### config.mk
export PLATFORM = sky130hd
export DESIGN_NAME = seq_restoring_divider
export DESIGN_NICKNAME = d
export VERILOG_FILES = /design/src/rtl/div_pkg.sv /design/src/rtl/restore_step.sv /design/src/rtl/seq_restoring_divider.sv
export SDC_FILE = /design/constraint.sdc
export NUM_CORES = 1
export LEC_CHECK = 0
export CORE_ASPECT_RATIO = 1.25
export CORE_MARGIN = 10
export CORE_UTILIZATION = 45
export DETAILED_ROUTE_END_ITERATION = 10
export PLACE_DENSITY = 0.69
export SLEW_MARGIN = 20
export SYNTH_ARGS = -nofsm -noshare
export SYNTH_HDL_FRONTEND = slang
export SYNTH_SLANG_ARGS = --single-unit
### constraint.sdc
create_clock -name Clock -period 3.7 [get_ports Clock]
set_input_delay 0.925 -clock Clock [delete_from_list [all_inputs] [get_ports Clock]]
set_output_delay 0.925 -clock Clock [all_outputs]
set_load 0.01 [all_outputs]
### src/rtl/div_pkg.sv
// Shared types and constants for the sequential restoring divider.
package div_pkg;

  typedef enum logic [1:0] {IDLE, RUN, DONE} div_state_e;

  // Counter must hold 0..DataLength.
  function automatic int cnt_w(input int n);
    return $clog2(n + 1);
  endfunction

  // Widest supported quotient; callers slice to DataLength.
  localparam logic [63:0] DBZ_QUOT = '1;

endpackage

### src/rtl/restore_step.sv
// One restoring-division iteration: shift in a dividend bit, trial-subtract D
// on a ripple borrow chain, keep the difference only when it is non-negative.
module restore_step #(
  parameter int W = 4
) (
  input  logic [W-1:0] r,
  input  logic         bit_in,
  input  logic [W-1:0] d,
  output logic [W:0]   r_next,
  output logic         q_bit
);

  logic [W:0] r_sh, sub_b, diff;
  logic [W:0] carry;

  assign r_sh     = {r, bit_in};
  assign sub_b    = ~{1'b0, d};
  assign carry[0] = 1'b1;

  // Subtraction as r_sh + ~D + 1, same cell the ALU adder uses.
  for (genvar i = 0; i <= W; i++) begin : g_rca
    assign diff[i] = r_sh[i] ^ sub_b[i] ^ carry[i];
    if (i < W) begin : g_cy
      assign carry[i+1] = (r_sh[i] & sub_b[i]) | (carry[i] & (r_sh[i] ^ sub_b[i]));
    end
  end

  assign q_bit  = ~diff[W];
  assign r_next = q_bit ? diff : r_sh;

endmodule

### src/rtl/seq_restoring_divider.sv
// Multi-cycle restoring divider, one quotient bit per clock, Start/Busy/Done
// handshake. Define SIGNED_DIVIDE_EN for two's-complement operands.
module seq_restoring_divider
  import div_pkg::*;
#(
  parameter int DataLength = 4
) (
  input  logic                  Clock,
  input  logic                  Reset_n,
  input  logic                  Start,
  input  logic [DataLength-1:0] Dividend,
  input  logic [DataLength-1:0] Divisor,
  output logic                  Busy,
  output logic                  Done,
  output logic [DataLength-1:0] Quotient,
  output logic [DataLength-1:0] Remainder,
  output logic                  DivByZero
);

  localparam int N  = DataLength;
  localparam int CW = cnt_w(DataLength);

  div_state_e      state_q, state_d;
  logic [N:0]      r_q;
  logic [N-1:0]    q_q, d_q;
  logic [CW-1:0]   cnt_q;
  logic            done_q, dbz_q;
  logic [N-1:0]    quot_q, rem_q;

  logic            accept, div_zero, last;
  logic [N:0]      r_nxt;
  logic            q_bit;
  logic [N-1:0]    q_nxt;
  logic [N-1:0]    a_mag, b_mag, res_q, res_r;
  logic            unused_r_msb;

  assign accept   = Start && (state_q != RUN);
  assign div_zero = (Divisor == '0);
  assign last     = (state_q == RUN) && (cnt_q == CW'(N - 1));
  // Top bit of R is rebuilt from R[N-1] every step, so it is never read back.
  assign unused_r_msb = r_q[N];

  restore_step #(.W(N)) u_step (
    .r      (r_q[N-1:0]),
    .bit_in (q_q[N-1]),
    .d      (d_q),
    .r_next (r_nxt),
    .q_bit  (q_bit)
  );

  assign q_nxt = {q_q[N-2:0], q_bit};

`ifdef SIGNED_DIVIDE_EN
  logic qneg_q, rneg_q;

  // Iterate on magnitudes; restore signs when the result loads.
  assign a_mag = Dividend[N-1] ? -Dividend : Dividend;
  assign b_mag = Divisor[N-1]  ? -Divisor  : Divisor;
  assign res_q = qneg_q ? -q_nxt : q_nxt;
  assign res_r = rneg_q ? -r_nxt[N-1:0] : r_nxt[N-1:0];

  always_ff @(posedge Clock or negedge Reset_n) begin
    if (!Reset_n) begin
      qneg_q <= 1'b0;
      rneg_q <= 1'b0;
    end else if (accept && !div_zero) begin
      qneg_q <= Dividend[N-1] ^ Divisor[N-1];
      rneg_q <= Dividend[N-1];
    end
  end
`else
  assign a_mag = Dividend;
  assign b_mag = Divisor;
  assign res_q = q_nxt;
  assign res_r = r_nxt[N-1:0];
`endif

  always_ff @(posedge Clock or negedge Reset_n) begin
    if (!Reset_n) state_q <= IDLE;
    else          state_q <= state_d;
  end

  always_comb begin
    state_d = state_q;
    Busy    = 1'b0;
    case (state_q)
      IDLE, DONE: begin
        if (Start)                state_d = div_zero ? DONE : RUN;
        else if (state_q == DONE) state_d = IDLE;
      end
      RUN: begin
        Busy = 1'b1;
        if (last) state_d = DONE;
      end
      default: state_d = IDLE;
    endcase
  end

  always_ff @(posedge Clock or negedge Reset_n) begin
    if (!Reset_n) begin
      r_q    <= '0;
      q_q    <= '0;
      d_q    <= '0;
      cnt_q  <= '0;
      done_q <= 1'b0;
      dbz_q  <= 1'b0;
      quot_q <= '0;
      rem_q  <= '0;
    end else begin
      done_q <= 1'b0;
      if (accept) begin
        if (div_zero) begin
          quot_q <= DBZ_QUOT[N-1:0];
          rem_q  <= Dividend;
          dbz_q  <= 1'b1;
          done_q <= 1'b1;
        end else begin
          r_q   <= '0;
          q_q   <= a_mag;
          d_q   <= b_mag;
          cnt_q <= '0;
        end
      end else if (state_q == RUN) begin
        r_q   <= r_nxt;
        q_q   <= q_nxt;
        cnt_q <= cnt_q + CW'(1);
        if (last) begin
          quot_q <= res_q;
          rem_q  <= res_r;
          dbz_q  <= 1'b0;
          done_q <= 1'b1;
        end
      end
    end
  end

  assign Done      = done_q;
  assign DivByZero = dbz_q;
  assign Quotient  = quot_q;
  assign Remainder = rem_q;

endmodule

==> results of run 1 <==
[metal layers]
layer	global-route usage, %	vias to the layer above
met3	3.47	6
met5	0	-
met4	4.23	0
met1	13.9	479
met2	17.1	36
li1	-	465
[critical path, stage by stage, from the launching register on]
cell and delay [ns]:
dfrtp_1 0.41, inv_1 0.08, ha_1 0.16, fa_1 0.16, inv_1 0.05, fa_1 0.40, fa_1 0.39, xnor2_1 0.55
mux2_2 0.42, a221oi_1 0.24
[cells in the final DEF (no fill, tap or decap)]
cell,synthesis,routed
a311oi_1,4,4
mux2_2,2,2
nand2_1,8,8
dfrtp_1,27,27
buf_4,0,3
o22ai_1,1,1
a221oi_1,4,4
clkdlybuf4s50_1,0,21
nor4_4,1,1
a32o_1,4,4
a22oi_1,1,1
clkinv_2,0,1
fa_1,3,3
clkbuf_4,0,3
a21oi_1,4,4
mux2i_1,7,7
nand3_1,10,10
xnor2_1,1,1
o41ai_4,1,1
inv_1,11,11
and3b_1,1,1
o21ai_0,6,6
nand2b_1,1,1
nor2_1,6,6
o21a_1,1,1
and3_1,1,1
ha_1,3,3
nand3b_1,3,3
[Yosys cell counts]
cell type | n | area, um^2
a21oi_1 | 4 | 20.0
and3b_1 | 1 | 8.76
a32o_1 | 4 | 40.0
o21a_1 | 1 | 7.51
mux2i_1 | 7 | 70.1
buf_2 | 1 | 5.00
and3_1 | 1 | 6.26
a311oi_1 | 4 | 35.0
nand3b_1 | 3 | 22.5
nor4_4 | 1 | 21.3
buf_6 | 1 | 11.3
a22oi_1 | 1 | 7.51
o41ai_4 | 1 | 27.5
clkbuf_1 | 3 | 11.3
xnor2_1 | 1 | 8.76
mux2_2 | 2 | 22.5
a221oi_1 | 4 | 35.0
dfrtp_1 | 27 | 676
nand2b_1 | 1 | 6.26
inv_1 | 11 | 41.3
nand2_1 | 8 | 30.0
nand3_1 | 10 | 50.1
buf_1 | 1 | 3.75
o22ai_1 | 1 | 6.26
ha_1 | 3 | 37.5
fa_1 | 3 | 60.1
nor2_1 | 6 | 22.5
o21ai_0 | 6 | 30.0
[registers in the layout, summed over array words and instances (netlist names)]
name,flops
Done,1
d_q,4
cnt_q,3
q_q,4
Remainder,4
state_q,2
r_q,4
Quotient,4
DivByZero,1
[power by group through the flow]
stage | clock (mW) | sequential, mW | combinational [mW]
2_1_floorplan | 0 | 0.534 | 0.435
3_3_place_gp | 0 | 0.523 | 0.680
3_5_place_dp | 0 | 0.529 | 0.698
4_1_cts | 0.133 | 0.523 | 0.704
5_1_grt | 0.145 | 0.540 | 0.780
6_report | 0.127 | 0.523 | 0.697
[final timing paths]
kind                           start      endpoint
max                           q_q[3]  Remainder[0]
min                        DivByZero     DivByZero
max reg2reg                   q_q[3]  Remainder[0]
min reg2reg                DivByZero     DivByZero
max in group asynchronous    Reset_n  Remainder[3]
min in group asynchronous    Reset_n        r_q[0]
[cell type report]
type / instances / area share, %
clock buffer: 3 / 1.41
clock inverter: 1 / 0.314
inverter: 11 / 2.59
multi-input combinational: 73 / 36.1
sequential: 27 / 42.4
tap: 34 / 2.67
timing repair buffer: 24 / 14.6
[cell families (layout without fill, tap and decap cells)]
family,Yosys count,in the layout
flip-flops,27,27
multiplexers,9,9
AO/OA/AOI/OAI,26,26
buffers and inverters,17,39
adder cells (fa/ha/maj),6,6
AND/OR/NAND/NOR,31,31
XOR/XNOR,1,1
==> flow_metrics.py, run 1 <==
metrics = {
    "run_status": {
        "run_status": "finished, final reports clean",
    },
    "min_path": {
        "hold_path_stages": 1,
        "hold_path_class": "reg2reg",
    },
    "global_routing": {
        "grt_pass1_wl_um": 4770,
        "pin_count_of_the_biggest_net_entering_global_routing": 33,
        "grt_overflow": 0,
        "grt_pass1_vias": 994,
        "number_of_antenna_violations_at_the_first_check_in_global_routing": 0,
        "grtUsageTotal_pct": 11.1,
    },
    "logic_synthesis": {
        "post_synth_mux_area_share_pct": 6.99,
        "synth-seq-area-share_pct": 51.0,
        "syn_inst": 117,
        "postSynthRegisterBits": 27,
        "main_combinational_cell_family_by_area_after_synthesis": "compound AO/OA/AOI/OAI gates",
        "compound_gate_portion_of_the_synthesized_area_pct": 15.8,
        "yosys_warnings": 0,
        "yosys.area_share.adder_pct": 7.37,
        "synth_cell_type_count": 28,
        "synthXorXnorAreaFrac_pct": 0.662,
        "synth_fp_nets": 134,
        "postSynthAreaPerCell_um2": 11.3,
        "synthesis.area_um2": 1320,
        "yosys.area_share.simple_pct": 12.7,
    },
    "sta": {
        "post-route-min-period_ns": 2.94,
        "relSlewSlack_pct": 56.6,
        "final.hold.worst_slack_ns": 0.516,
        "setup_viol": 0,
        "fmax_mhz": 340,
        "finalCritPeriodShare_pct": 79.5,
        "postLayoutSetupSlackWorst_ns": 0.759,
        "pins_over_their_slew_limit": 0,
        "setup_repair_after_global_routing_missed_its_margin": "false",
        "setup_tns_ns": 0,
        "timing_hold_violations_final": 0,
        "slew_worst_pin_ns": 0.647,
        "clock_skew_ns": 0.0112,
    },
    "finish": {
        "multi_input_area_um2": 576,
        "finish.cell_count_without_fillers": 173,
        "syn_to_layout_area_delta_pct": 20.5,
        "num_antenna_cells": 0,
        "layout.core_utilization_pct": 57.8,
        "final-seq-area_um2": 676,
        "design.final.nets": 157,
        "layout.filler_cells": 238,
        "share_of_layout_cells_above_drive_strength_1_pct": 7.91,
        "post-route-cell-area_um2": 1600,
    },
    "pwr": {
        "irDropWorstVdd_mv": 0.424,
        "power.share.clock_pct": 9.4,
        "combinationalPowerShare_pct": 51.7,
        "power_report.internal_total_mw": 0.811,
        "power.switching_fraction_pct": 39.8,
        "powerDensity_nw_per_um2": 845,
        "power.static_leakage_nw": 0.717,
        "power_mw": 1.35,
        "seq_power_share_pct": 38.8,
        "net-switching-power_mw": 0.537,
    },
    "floorplan": {
        "die_h_um": 80.6,
        "fp.dieW_um": 68.5,
        "std_cell_rows": 21,
        "core_region_area_um2": 2760,
        "start_util_pct": 48.0,
        "design.portCount": 22,
        "dieArea_um2": 5520,
    },
    "routing": {
        "met3WireLength_um": 206,
        "route.detailed.drc": 0,
        "met1_length_um": 1300,
        "vias": 986,
        "wl_per_cell_um": 16.5,
        "postRouteWirelength_um": 2860,
        "drt.antenna.violating_nets": 0,
        "highest-signal-layer": "met4",
        "detailedRoute.firstIterationViolations": 49,
        "avgViaCountPerCell": 5.70,
        "detailedRoute.firstPassIterationCount": 4,
        "met2RoutedLength_um": 1330,
    },
    "setup_path": {
        "timing.critical_path.required_ns": 3.93,
        "critPathKind": "reg2reg",
        "crit_fanout": 6,
        "crit_path_start_kind": "flop",
        "crit_arrival_ns": 3.17,
        "worst-r2r-setup-slack_ns": 0.76,
        "reg2reg_depth": 9,
        "timing.critical_path.to_type": "flop",
    },
    "cts": {
        "clock-root-buffer": "clkbuf_4",
        "cts.path.max_buffers": 2,
        "post_cts_buffers": 0,
        "cts_inserted_buffers": 3,
        "worstSkewPairLatency_ns": 0.33,
        "cts_resized": 0,
        "cts_tree": "built",
        "count_of_clock_tree_sinks": 27,
        "cts_hold_buf": 0,
        "clock_pin_transition_on_the_worst_setup_and_hold_timing_paths_ns": 0.15,
        "cts-htree-levels": 1,
    },
    "flow_run": {
        "timing.max_cap.violations": 0,
    },
    "placement": {
        "buffers_added_on_ports": 21,
        "place_worst_setup_slack_ns": 0.818,
        "place_congestion": 0.828,
        "area_after_detailed_placement_um2": 1570,
        "place.detailed.hpwl_um": 2080,
        "dpl.cell_count": 169,
    },
}
No activity file was read; power rests on OpenSTA's default activity.
==> run 2: changes to the inputs <==
clock period = 2.8 ns   (was 3.7 ns; I/O delays follow)
==> flow_metrics.py, run 2 (synthesis gave the netlist of run 1 again) <==
metrics = {
    "placement": {
        "buffers_added_on_ports": 21,
        "place_congestion": 0.901,
        "area_after_detailed_placement_um2": 1580,
        "place.detailed.hpwl_um": 2170,
    },
    "routing": {
        "wl_per_cell_um": 16.6,
        "met1_length_um": 1120,
        "vias": 1021,
        "highest-signal-layer": "met4",
        "detailedRoute.firstIterationViolations": 52,
        "met2RoutedLength_um": 1430,
        "postRouteWirelength_um": 2910,
        "avgViaCountPerCell": 5.83,
        "detailedRoute.firstPassIterationCount": 5,
        "drt.antenna.violating_nets": 0,
        "met3WireLength_um": 316,
        "route.detailed.drc": 0,
    },
    "finish": {
        "num_antenna_cells": 0,
        "mostFrequentLayoutCell": "dfrtp_1",
        "layout.filler_cells": 249,
        "most-common-layout-cells": "dfrtp_1, clkdlybuf4s50_1, inv_1",
        "post-route-cell-area_um2": 1620,
        "layout.core_utilization_pct": 58.6,
        "share_of_layout_cells_above_drive_strength_1_pct": 9.93,
        "syn_to_layout_area_delta_pct": 22.2,
        "design.final.nets": 159,
    },
    "global_routing": {
        "grt_overflow": 0,
        "number_of_antenna_violations_at_the_first_check_in_global_routing": 0,
        "pin_count_of_the_biggest_net_entering_global_routing": 33,
        "grt_pass1_wl_um": 5010,
        "grt_pass1_vias": 1078,
        "grtUsageTotal_pct": 11.4,
    },
    "sta": {
        "relSlewSlack_pct": 65.0,
        "post-route-min-period_ns": 2.64,
        "setup_tns_ns": 0,
        "slew_worst_pin_ns": 0.524,
        "setup_viol": 0,
        "finalCritPeriodShare_pct": 94.3,
        "clock_skew_ns": 0.00423,
        "pins_over_their_slew_limit": 0,
        "final.hold.worst_slack_ns": 0.515,
        "timing_hold_violations_final": 0,
        "fmax_mhz": 379,
    },
    "setup_path": {
        "timing.critical_path.from": "q_q[3]",
        "crit_path_max_incr_delay_ns": 0.44,
        "worst_path_max_delay_cell": "fa_1",
        "timing.critical_path.max_delay_family": "adder cells",
        "critical_path.most_common_cell": "fa_1",
        "timing.critical_path.required_ns": 3.03,
        "timing.critical_path.to_type": "flop",
        "crit_path_start_kind": "flop",
        "crit_fanout": 4,
        "crit_path_cell_trace": "inv_1 > ha_1 > fa_1 > inv_1 > fa_1 > fa_1 > xnor2_2 > mux2_2 > a221oi_1",
        "worstPathBufferInverterCount": 2,
        "crit-reg2reg-launch": "q_q[3]",
        "critPathKind": "reg2reg",
        "crit_arrival_ns": 2.88,
        "worst-r2r-setup-slack_ns": 0.16,
    },
    "floorplan": {
        "start_util_pct": 48.0,
        "fp.dieW_um": 68.5,
        "design.portCount": 22,
        "core_region_area_um2": 2760,
        "std_cell_rows": 21,
        "die_h_um": 80.6,
        "dieArea_um2": 5520,
    },
    "cts": {
        "cts_inserted_buffers": 3,
        "count_of_clock_tree_sinks": 27,
        "cts_hold_buf": 0,
        "cts.path.max_buffers": 2,
        "clock-root-buffer": "clkbuf_4",
        "worstSkewPairLatency_ns": 0.32,
        "clock_pin_transition_on_the_worst_setup_and_hold_timing_paths_ns": 0.14,
        "cts-htree-levels": 1,
        "cts_tree": "built",
    },
    "run_status": {
        "run_status": "finished, final reports clean",
    },
    "min_path": {
        "hold_start": "cnt_q[0]",
        "hold_path_class": "reg2reg",
    },
    "pwr": {
        "irDropWorstVdd_mv": 0.857,
        "powerDensity_nw_per_um2": 1150,
        "power_mw": 1.86,
        "power.static_leakage_nw": 0.731,
    },
    "flow_run": {
        "timing.max_cap.violations": 0,
    },
}
==> run 2: area by class of cell <==
cell class                      instances  area, um^2  share of cell area, %
Sequential cell                        27         676                   41.8
Clock inverter                          1        5.00                  0.309
Multi-Input combinational cell         73         583                   36.0
Clock buffer                            3        22.5                   1.39
Tap cell                               34        42.5                   2.63
Inverter                               11        41.3                   2.55
Timing Repair Buffer                   26         248                   15.3
==> run 2: path summary, 6_finish.rpt <==
path / depth (start not counted) / end
worst max-delay path: 9 / Remainder[0]
worst min-delay path: 1 / cnt_q[0]
worst max register to register: 9 / Remainder[0]
worst min register to register: 1 / cnt_q[0]
max in group asynchronous: 2 / state_q[0]
min in group asynchronous: 2 / Remainder[3]
==> run 2: metrics by stage <==
step | worst slack (ns) | cells
after floorplan | 0.163 | 117
after global placement | 0.242 | 171
after detailed placement | 0.146 | 171
after CTS | 0.129 | 175
after global routing | -0.00392 | 175
final | 0.158 | 175
==> run 2: where the power goes <==
group          total, mW  internal, mW  switching [mW]
Clock              0.166        0.0535           0.113
Combinational      0.998         0.505           0.493
Sequential         0.695         0.574           0.121
Total               1.86          1.13           0.727
==> run 2: repair_timing <==
action | 4_1_cts | 5_1_grt
buffers inserted | 0 | 0
endpoints found under the setup margin | 0 | 3
resized for setup | 0 | 1
==> run 2: metal layers <==
| metal | track usage (%) | vias up |
|---|---|---|
| met5 | 0 | - |
| met4 | 4.03 | 0 |
| met3 | 4.03 | 6 |
| met2 | 18.0 | 44 |
| met1 | 13.9 | 501 |
| li1 | - | 470 |
